### config.mk
export PLATFORM = sky130hd
export DESIGN_NAME = if_id_buf_flat
export DESIGN_NICKNAME = d
export VERILOG_FILES = /design/src/rtl/if_id_buf_pkg.sv /design/src/rtl/if_id_buf_if.sv /design/src/rtl/if_id_buf_entry.sv /design/src/rtl/if_id_buf.sv /design/src/flat_wrapper.sv
export SDC_FILE = /design/constraint.sdc
export NUM_CORES = 1
export LEC_CHECK = 0
export CAP_MARGIN = 20
export CELL_PAD_IN_SITES_DETAIL_PLACEMENT = 2
export CELL_PAD_IN_SITES_GLOBAL_PLACEMENT = 2
export CORE_MARGIN = 5
export CORE_UTILIZATION = 32
export DETAILED_ROUTE_END_ITERATION = 16
export HOLD_SLACK_MARGIN = 0.1
export PLACE_DENSITY = 0.75
export SKIP_CTS_REPAIR_TIMING = 1
export SYNTH_ARGS = -nofsm -noshare
export SYNTH_HDL_FRONTEND = slang
export SYNTH_SLANG_ARGS = --single-unit
### constraint.sdc
create_clock -name clk -period 1.8 [get_ports clk]
set_clock_uncertainty 0.05 [all_clocks]
set_input_delay 0.36 -clock clk [delete_from_list [all_inputs] [get_ports clk]]
set_output_delay 0.36 -clock clk [all_outputs]
set_load 0.01 [all_outputs]
### src/rtl/if_id_buf_pkg.sv
// Shared widths, encodings and the pipe word carried from fetch to decode.
package if_id_buf_pkg;
  localparam int DATA_W = 16;
  localparam logic [DATA_W-1:0] NOP_INSTR  = 16'h0800;
  localparam logic [DATA_W-1:0] HALT_INSTR = 16'h0000;
  localparam int OP_HI = 15;
  localparam int OP_LO = 11;

  typedef struct packed {
    logic [DATA_W-1:0] instr;
    logic [DATA_W-1:0] pc_inc;
  } pipe_word_t;

  function automatic logic is_halt(input logic [DATA_W-1:0] instr);
    return instr[OP_HI:OP_LO] == HALT_INSTR[OP_HI:OP_LO];
  endfunction
endpackage

### src/rtl/if_id_buf_if.sv
// Fetch-side and decode-side handshake bundle of the IF/ID buffer.
// A word moves on a rising edge exactly when valid and ready are both high;
// valid never depends on ready, and ready never depends on the same-cycle valid.
interface if_id_buf_if;
  import if_id_buf_pkg::*;

  logic              in_valid;
  logic              in_ready;
  logic [DATA_W-1:0] in_instr;
  logic [DATA_W-1:0] in_pc_inc;
  logic              out_valid;
  logic              out_ready;
  logic [DATA_W-1:0] out_instr;
  logic [DATA_W-1:0] out_pc_inc;

  modport slave (
    input  in_valid, in_instr, in_pc_inc, out_ready,
    output in_ready, out_valid, out_instr, out_pc_inc
  );

  modport master (
    output in_valid, in_instr, in_pc_inc, out_ready,
    input  in_ready, out_valid, out_instr, out_pc_inc
  );
endinterface

### src/rtl/if_id_buf_entry.sv
// One valid+word register; clear wins over load.
module if_id_entry
  import if_id_buf_pkg::*;
(
  input  logic       clk,
  input  logic       rst,
  input  logic       clear,
  input  logic       load,
  input  pipe_word_t d,
  output logic       valid,
  output pipe_word_t q
);

  always_ff @(posedge clk or negedge rst) begin
    if (!rst) begin
      valid <= 1'b0;
      q     <= '0;
    end else if (clear) begin
      valid <= 1'b0;
      q     <= '0;
    end else if (load) begin
      valid <= 1'b1;
      q     <= d;
    end
  end

endmodule

### src/rtl/if_id_buf.sv
// Two-entry IF/ID buffer: head register feeds decode, skid register absorbs
// one cycle of back-pressure; flush empties it, HALT blocks further input.
module if_id_buf
  import if_id_buf_pkg::*;
(
  input  logic         clk,
  input  logic         rst,
  input  logic         flush,
  if_id_buf_if.slave   bus,
  output logic         halt_seen,
  output logic [1:0]   occupancy
);

  pipe_word_t in_word, head_d, head_q, skid_q;
  logic head_valid, skid_valid;
  logic head_load, head_clr, skid_load, skid_clr;
  logic push, pop;

  // The skid entry is only ever valid behind a valid head, so the count is exact.
  assign occupancy    = {1'b0, head_valid} + {1'b0, skid_valid};
  assign bus.in_ready = ~skid_valid & ~halt_seen & ~flush;

  assign push    = bus.in_valid & bus.in_ready;
  assign pop     = head_valid & bus.out_ready;
  assign in_word = '{instr: bus.in_instr, pc_inc: bus.in_pc_inc};

  // Head takes the skid word when draining from full, otherwise the fetched word.
  assign head_d    = skid_valid ? skid_q : in_word;
  assign head_load = ~flush & ((push & (~head_valid | pop)) | (pop & skid_valid));
  assign head_clr  = flush | (pop & ~push & ~skid_valid);
  assign skid_load = ~flush & push & ~pop & head_valid;
  assign skid_clr  = flush | (pop & skid_valid);

  if_id_entry u_head (
    .clk   (clk),
    .rst   (rst),
    .clear (head_clr),
    .load  (head_load),
    .d     (head_d),
    .valid (head_valid),
    .q     (head_q)
  );

  if_id_entry u_skid (
    .clk   (clk),
    .rst   (rst),
    .clear (skid_clr),
    .load  (skid_load),
    .d     (in_word),
    .valid (skid_valid),
    .q     (skid_q)
  );

  always_ff @(posedge clk or negedge rst) begin
    if (!rst) begin
      halt_seen <= 1'b0;
    end else if (flush) begin
      halt_seen <= 1'b0;
    end else if (push && is_halt(bus.in_instr)) begin
      halt_seen <= 1'b1;
    end
  end

  assign bus.out_valid  = head_valid;
  assign bus.out_instr  = head_valid ? head_q.instr  : NOP_INSTR;
  assign bus.out_pc_inc = head_valid ? head_q.pc_inc : '0;

endmodule

### src/flat_wrapper.sv
// flat-port wrapper written by rule: the top's interface ports become plain ports
module if_id_buf_flat import if_id_buf_pkg::*;
  (clk, rst, flush, halt_seen, occupancy, bus_in_valid, bus_in_instr, bus_in_pc_inc, bus_out_ready, bus_in_ready, bus_out_valid, bus_out_instr, bus_out_pc_inc);
  if_id_buf_if bus_i ();
  input  logic clk;
  input  logic rst;
  input  logic flush;
  output logic halt_seen;
  output logic [1:0] occupancy;
  input wire logic [$bits(bus_i.in_valid)-1:0] bus_in_valid;
  input wire logic [$bits(bus_i.in_instr)-1:0] bus_in_instr;
  input wire logic [$bits(bus_i.in_pc_inc)-1:0] bus_in_pc_inc;
  input wire logic [$bits(bus_i.out_ready)-1:0] bus_out_ready;
  output wire logic [$bits(bus_i.in_ready)-1:0] bus_in_ready;
  output wire logic [$bits(bus_i.out_valid)-1:0] bus_out_valid;
  output wire logic [$bits(bus_i.out_instr)-1:0] bus_out_instr;
  output wire logic [$bits(bus_i.out_pc_inc)-1:0] bus_out_pc_inc;
  assign bus_i.in_valid = bus_in_valid;
  assign bus_i.in_instr = bus_in_instr;
  assign bus_i.in_pc_inc = bus_in_pc_inc;
  assign bus_i.out_ready = bus_out_ready;
  assign bus_in_ready = bus_i.in_ready;
  assign bus_out_valid = bus_i.out_valid;
  assign bus_out_instr = bus_i.out_instr;
  assign bus_out_pc_inc = bus_i.out_pc_inc;
  if_id_buf u_core (.clk(clk), .rst(rst), .flush(flush), .bus(bus_i), .halt_seen(halt_seen), .occupancy(occupancy));
endmodule
==> summary.txt, run 1 <==
CP Cell Sequence - buf_6 > buf_4 > buf_12 > ha_1 > clkbuf_2
FF-to-FF setup slack - 0.01 ns
Critical Path AT - 1.57 ns
Setup WS pre-CTS - -0.287 ns
Die ar. - 11,600 sq um
Hold Vio Cnt, Final - 0
Critical Path Max Stage Delay - 0.42 ns
worst reg2reg path depth - 4
WS Path Type - reg -> out
Worst slew margin - 0.767
core area - 9280 sq um
# diodes - 0
f_max - 506 MHz
CP Depth - 5
largest net degree at the start of global routing - 34
Power Total - 3.62 mW
number of global-route vias before repair - 2,855
Fin Setup TNS - -1.51 ns
I/O pin count - 74
Final Worst Setup Slack - -0.178 ns
fin nets - 370
Worst VDD drop - 0.425 mV
share of cells above drive strength 1 - 0.226
Startpoint Class - flop
element type at the critical path end - output pin
Clock Pin Slew Worst Setup and Hold Paths - 0.08 ns
CP Buf/Inv Count - 4
remaining global-route overflow - 0
syn avg cell area - 12.7 sq um
initial antenna violation count - 0
root buffer cell - clkbuf_8
Initial Util - 0.330
gpl congestion - 0.735
Slew @ Worst Pin - 0.344 ns
fin area - 4370 sq um
Remaining DRCs - 0
CP max FO - 12
Critical Path Sink - occupancy[0]
Worst Hold Class - in -> async
1st-iter DRT viols - 79
Crit-path slowest cell - dfrtp_2
WL/cell - 21.0 microns
minimum clock period - 1.98 ns
area grow syn2layout - 42.5%
R2R Path Start - u_core.u_skid.valid
crit share post-route - 1.10
CP startpoint - u_core.u_head.valid
number of flops mapped to enable cells by yosys - 0
port bufs - 73
dpl cell area - 4080 sq um
routed vias/inst - 5.27
Post-Syn Instances - 241
dpl hpwl - 6080 microns
first-pass GRT wire length - 15,200 microns
final hold slack - 0.401 ns
Clock Sinks - 67
GRT Util Overall - 0.169
required time of the worst setup path - 1.39 ns
syn nets - 279
failing checks - setup timing
H-tree levels - 3
Yosys cell types - 28
TritonCTS clock tree - built
Num CTS Buffers - 9
reg2reg end - u_core.u_head.q[3]
Routed Wire Length - 9790 microns
Worst-Skew Late Latency - 0.36 ns
max cap viols - 0
Leakage - 2.09 nW
CTS max path bufs - 2
first drt pass iteration count - 4
status - finished with violations
predominant post-synthesis flop cell - dfrtp_1
final antenna-violating net count - 0
register area share after synthesis - 0.547
FF+latch count, synth - 67
fin. max-slew vios - 0
RSZ-0062 raised after global routing - yes
Ys Warns - 0
FFs w/ async S/R, synth - 1.00
Die Y-Extent - 108 microns
power per cell area - 830 nW/um^2
row cnt - 35
final setup vio count - 17
cell area after synthesis - 3060 sq um
crit-path leading delay family - buffers and inverters
die width - 108 microns
via count - 2,458
==> state kept, by name, summed over array words and instances (netlist names) <==
name                 count
u_core.u_skid.valid      1
u_core.halt_seen         1
u_core.u_head.q         32
u_core.u_skid.q         32
u_core.u_head.valid      1
==> how the worst min path moves through the flow <==
stage | startpoint | end | slack, ns | depth (start not counted)
global route | rst | u_core.u_head.q[3] | 0.42 | 2
global placement | rst | u_core.u_head.q[23] | 0.23 | 1
detailed placement | rst | u_core.u_head.q[23] | 0.23 | 1
finish | rst | u_core.u_head.q[23] | 0.40 | 2
CTS | rst | u_core.u_head.q[23] | -0.15 | 1
floorplan | rst | u_core.halt_seen | 0.01 | 0
==> where the power goes <==
part | internal [mW] | switching [mW] | leakage, nW
logic | 0.291 | 0.285 | 1.07
clock network | 0.789 | 0.628 | 0.106
registers | 1.58 | 0.0494 | 0.908
total | 2.66 | 0.963 | 2.09
==> logic make-up after synthesis <==
family                   after synthesis  synth area share
adder cells (fa/ha/maj)                1           0.00408
multiplexers                          32             0.105
AO/OA/AOI/OAI                         71             0.214
flip-flops                            67             0.547
buffers and inverters                 26            0.0429
AND/OR/NAND/NOR                       44            0.0874
==> layer usage <==
| layer | vias to the layer above | global-route usage | part of all wire |
|---|---|---|---|
| met5 | - | 0 | 0 |
| met4 | 0 | 0.0622 | 0.018 |
| met3 | 13 | 0.0294 | 0.031 |
| met2 | 49 | 0.310 | 0.53 |
| met1 | 1294 | 0.195 | 0.42 |
| li1 | 1102 | - | - |
==> through the flow <==
stage,instances,utilization
5_1_grt,466,0.470
6_report,466,0.470
4_1_cts,455,0.463
3_5_place_dp,439,0.439
2_1_floorplan,241,-
3_3_place_gp,439,0.439
==> placed cells by master (no fill, tap or decap) <==
| cell type | Yosys | routed |
|---|---|---|
| nand2_1 | 1 | 1 |
| dlygate4sd3_1 | 0 | 1 |
| o2bb2ai_2 | 0 | 2 |
| a221o_1 | 1 | 1 |
| and2_0 | 1 | 1 |
| buf_12 | 0 | 6 |
| dfrtp_1 | 67 | 64 |
| buf_4 | 1 | 20 |
| clkdlybuf4s50_1 | 0 | 36 |
| and2_1 | 31 | 31 |
| a32o_1 | 32 | 32 |
| nor2b_1 | 1 | 1 |
| o21a_1 | 1 | 1 |
| clkbuf_16 | 0 | 1 |
| a21bo_2 | 1 | 1 |
| buf_6 | 3 | 4 |
| clkbuf_2 | 0 | 20 |
| a21boi_0 | 1 | 1 |
| dlymetal6s2s_1 | 0 | 15 |
| ha_1 | 1 | 1 |
| a31oi_1 | 1 | 1 |
| o21ai_2 | 0 | 1 |
| nor4b_1 | 1 | 1 |
| nor2_1 | 4 | 4 |
| nand2b_1 | 1 | 1 |
| dfrtp_2 | 0 | 3 |
| inv_6 | 0 | 1 |
| bufinv_16 | 0 | 2 |
| mux2i_1 | 32 | 32 |
| or3b_1 | 1 | 1 |
| inv_1 | 2 | 2 |
| nor3_1 | 2 | 2 |
| and4_1 | 1 | 1 |
| clkbuf_8 | 0 | 9 |
| o2bb2ai_1 | 32 | 30 |
| clkinvlp_4 | 0 | 2 |
| a221oi_4 | 0 | 1 |
| buf_2 | 6 | 1 |
| clkinv_4 | 0 | 2 |
==> area by class of cell <==
class	instances	area, sq um
fillers	942	4920
multi-input cells	148	1290
clock inverters	7	101
well taps	129	161
repair buffers	104	1000
clock buffers	9	124
flip-flops and latches	67	1680
inverters	2	7.51
==> synthesized netlist by cell type (all sizes together) (2+ instances only) <==
library cell	n	area share
mux2i	32	0.10
dfrtp	67	0.55
o2bb2ai	32	0.091
clkbuf	11	0.013
buf	13	0.027
nor3	2	0.0033
and2	32	0.065
inv	2	0.0025
a32o	32	0.10
nor2	4	0.0049
No activity file was read; power rests on OpenSTA's default activity.
==> inputs of run 2 (changes only) <==
- SETUP_SLACK_MARGIN: not set -> 0.4
==> summary.txt, run 2 (same netlist as run 1, synthesis figures left out) <==
Initial Util - 0.330 (unchanged)
share of cells above drive strength 1 - 0.468 (+0.243)
area grow syn2layout - 70.6%
routed vias/inst - 5.45 (+3.4%)
Hold Path Sink - u_core.u_head.q[10]
element type at the critical path end - output pin
most common cell after layout, fill and taps aside - dfrtp_1
f_max - 523 MHz (+3.5%)
largest net degree at the start of global routing - 36 (+5.9%)
Critical Path AT - 1.50 ns (-0.07 ns)
Leakage - 2.32 nW (+11%)
H-tree levels - 3 (unchanged)
via count - 2,683 (+9.2%)
power per cell area - 770 nW/um^2 (-7.2%)
die width - 108 microns (unchanged)
remaining global-route overflow - 0 (unchanged)
dpl hpwl - 6120 microns (+0.64%)
Startpoint Class - flop
Remaining DRCs - 0 (unchanged)
root buffer cell - clkbuf_8
fin nets - 396 (+7.0%)
Worst-Skew Late Latency - 0.36 ns (about the same)
I/O pin count - 74 (unchanged)
first drt pass iteration count - 4 (unchanged)
top flop regs - u_core.u_head.q x32, u_core.u_skid.q x32
Clock Sinks - 67 (unchanged)
Routed Wire Length - 13,700 microns (+40%)
port bufs - 73 (unchanged)
core area - 9280 sq um (unchanged)
final setup vio count - 38 (+21)
Die ar. - 11,600 sq um (unchanged)
initial antenna violation count - 0 (unchanged)
required time of the worst setup path - 1.39 ns (about the same)
RSZ-0062 raised after global routing - yes
CP max FO - 7 (-5)
Hold Vio Cnt, Final - 0 (unchanged)
fin. max-slew vios - 0 (unchanged)
Setup WS pre-CTS - -0.302 ns (-0.0147 ns)
Slew @ Worst Pin - 0.509 ns (+0.165 ns)
Inst Count DP - 441 (+0.46%)
failing checks - setup timing
Worst slew margin - 0.660 (-0.107)
CP startpoint - u_core.u_head.valid
crit-path leading delay family - buffers and inverters
FF-to-FF setup slack - -0.05 ns (-0.06 ns)
Die Y-Extent - 108 microns (unchanged)
row cnt - 35 (unchanged)
Layout Cells excl Fill - 492 (+5.6%)
first-pass GRT wire length - 14,800 microns (-3.1%)
worst hold stages - 1
1st-iter DRT viols - 84 (+6.3%)
gpl congestion - 0.700 (-4.7%)
Hold Startpoint - u_core.u_head.q[10]
WL/cell - 27.9 microns (+33%)
# diodes - 0 (unchanged)
CP Buf/Inv Count - 4 (unchanged)
number of global-route vias before repair - 2,753 (-3.6%)
Final Worst Setup Slack - -0.111 ns (+0.0666 ns)
CTS max path bufs - 2 (unchanged)
Num CTS Buffers - 9 (unchanged)
cell repeated most along the worst path - buf_6
CP Cell Sequence - buf_6 > buf_6 > buf_6 > and2_4 > buf_6
status - finished with violations
max cap viols - 0 (unchanged)
worst reg2reg path depth - 4 (unchanged)
Worst Hold Class - reg -> reg
Critical Path Max Stage Delay - 0.49 ns (+0.07 ns)
TritonCTS clock tree - built
GRT Util Overall - 0.163 (-0.00549)
final antenna-violating net count - 0 (unchanged)
Clock Pin Slew Worst Setup and Hold Paths - 0.08 ns (about the same)
minimum clock period - 1.91 ns (-0.0666 ns)
R2R Path Start - u_core.u_skid.valid
reg2reg end - u_core.u_head.q[10]
Worst VDD drop - 0.372 mV (-13%)
WS Path Type - reg -> out
Crit-path slowest cell - dfrtp_2
most frequent cells in the layout - dfrtp_1 (64), buf_6 (35), clkdlybuf4s50_1 (33)
crit share post-route - 1.06 (-0.0370)
run 2: power breakdown:
group | total, mW | internal [mW] | leakage (nW) | switching (mW)
registers | 1.66 | 1.58 | 0.908 | 0.0829
logic | 0.853 | 0.441 | 1.29 | 0.412
clock network | 1.51 | 0.850 | 0.119 | 0.658
run 2: layout make-up:
class                           instances  area (sq um)
Timing Repair Buffer                  130          1400
Clock buffer                           11           151
Multi-Input combinational cell        148          1760
Clock inverter                          5          75.1
Inverter                                2          7.51
Sequential cell                        67          1680
Tap cell                              129           161
Fill cell                             853          4060
run 2: metrics by stage:
step           setup TNS (ns)  hold WS [ns]  power (mW)  cell area (sq um)  utilization
6_report                -1.41         0.457        4.02               5230        0.563
5_1_grt                 -3.79         0.474        4.17               5230        0.563
2_1_floorplan               0        0.0144        1.87               3080            -
4_1_cts                -11.98       -0.0700        3.65               4330        0.466
3_5_place_dp           -16.14         0.310        2.20               4100        0.442
3_3_place_gp           -12.28         0.302        2.18               4100        0.442
run 2: how the worst max path moves through the flow:
stage | end | cells after the start
after CTS | bus_out_instr[9] | 3
after global routing | bus_out_instr[3] | 5
after detailed placement | u_core.u_skid.q[25] | 6
final | bus_out_instr[3] | 5
after floorplan | u_core.u_head.q[0] | 4
after global placement | u_core.u_skid.q[24] | 6
run 2: layer usage:
| layer | track usage | wire, microns |
|---|---|---|
| met1 | 0.197 | 5630 |
| met2 | 0.295 | 7620 |
| met3 | 0.0282 | 362 |
| met4 | 0.0514 | 141 |
| met5 | 0 | 0 |
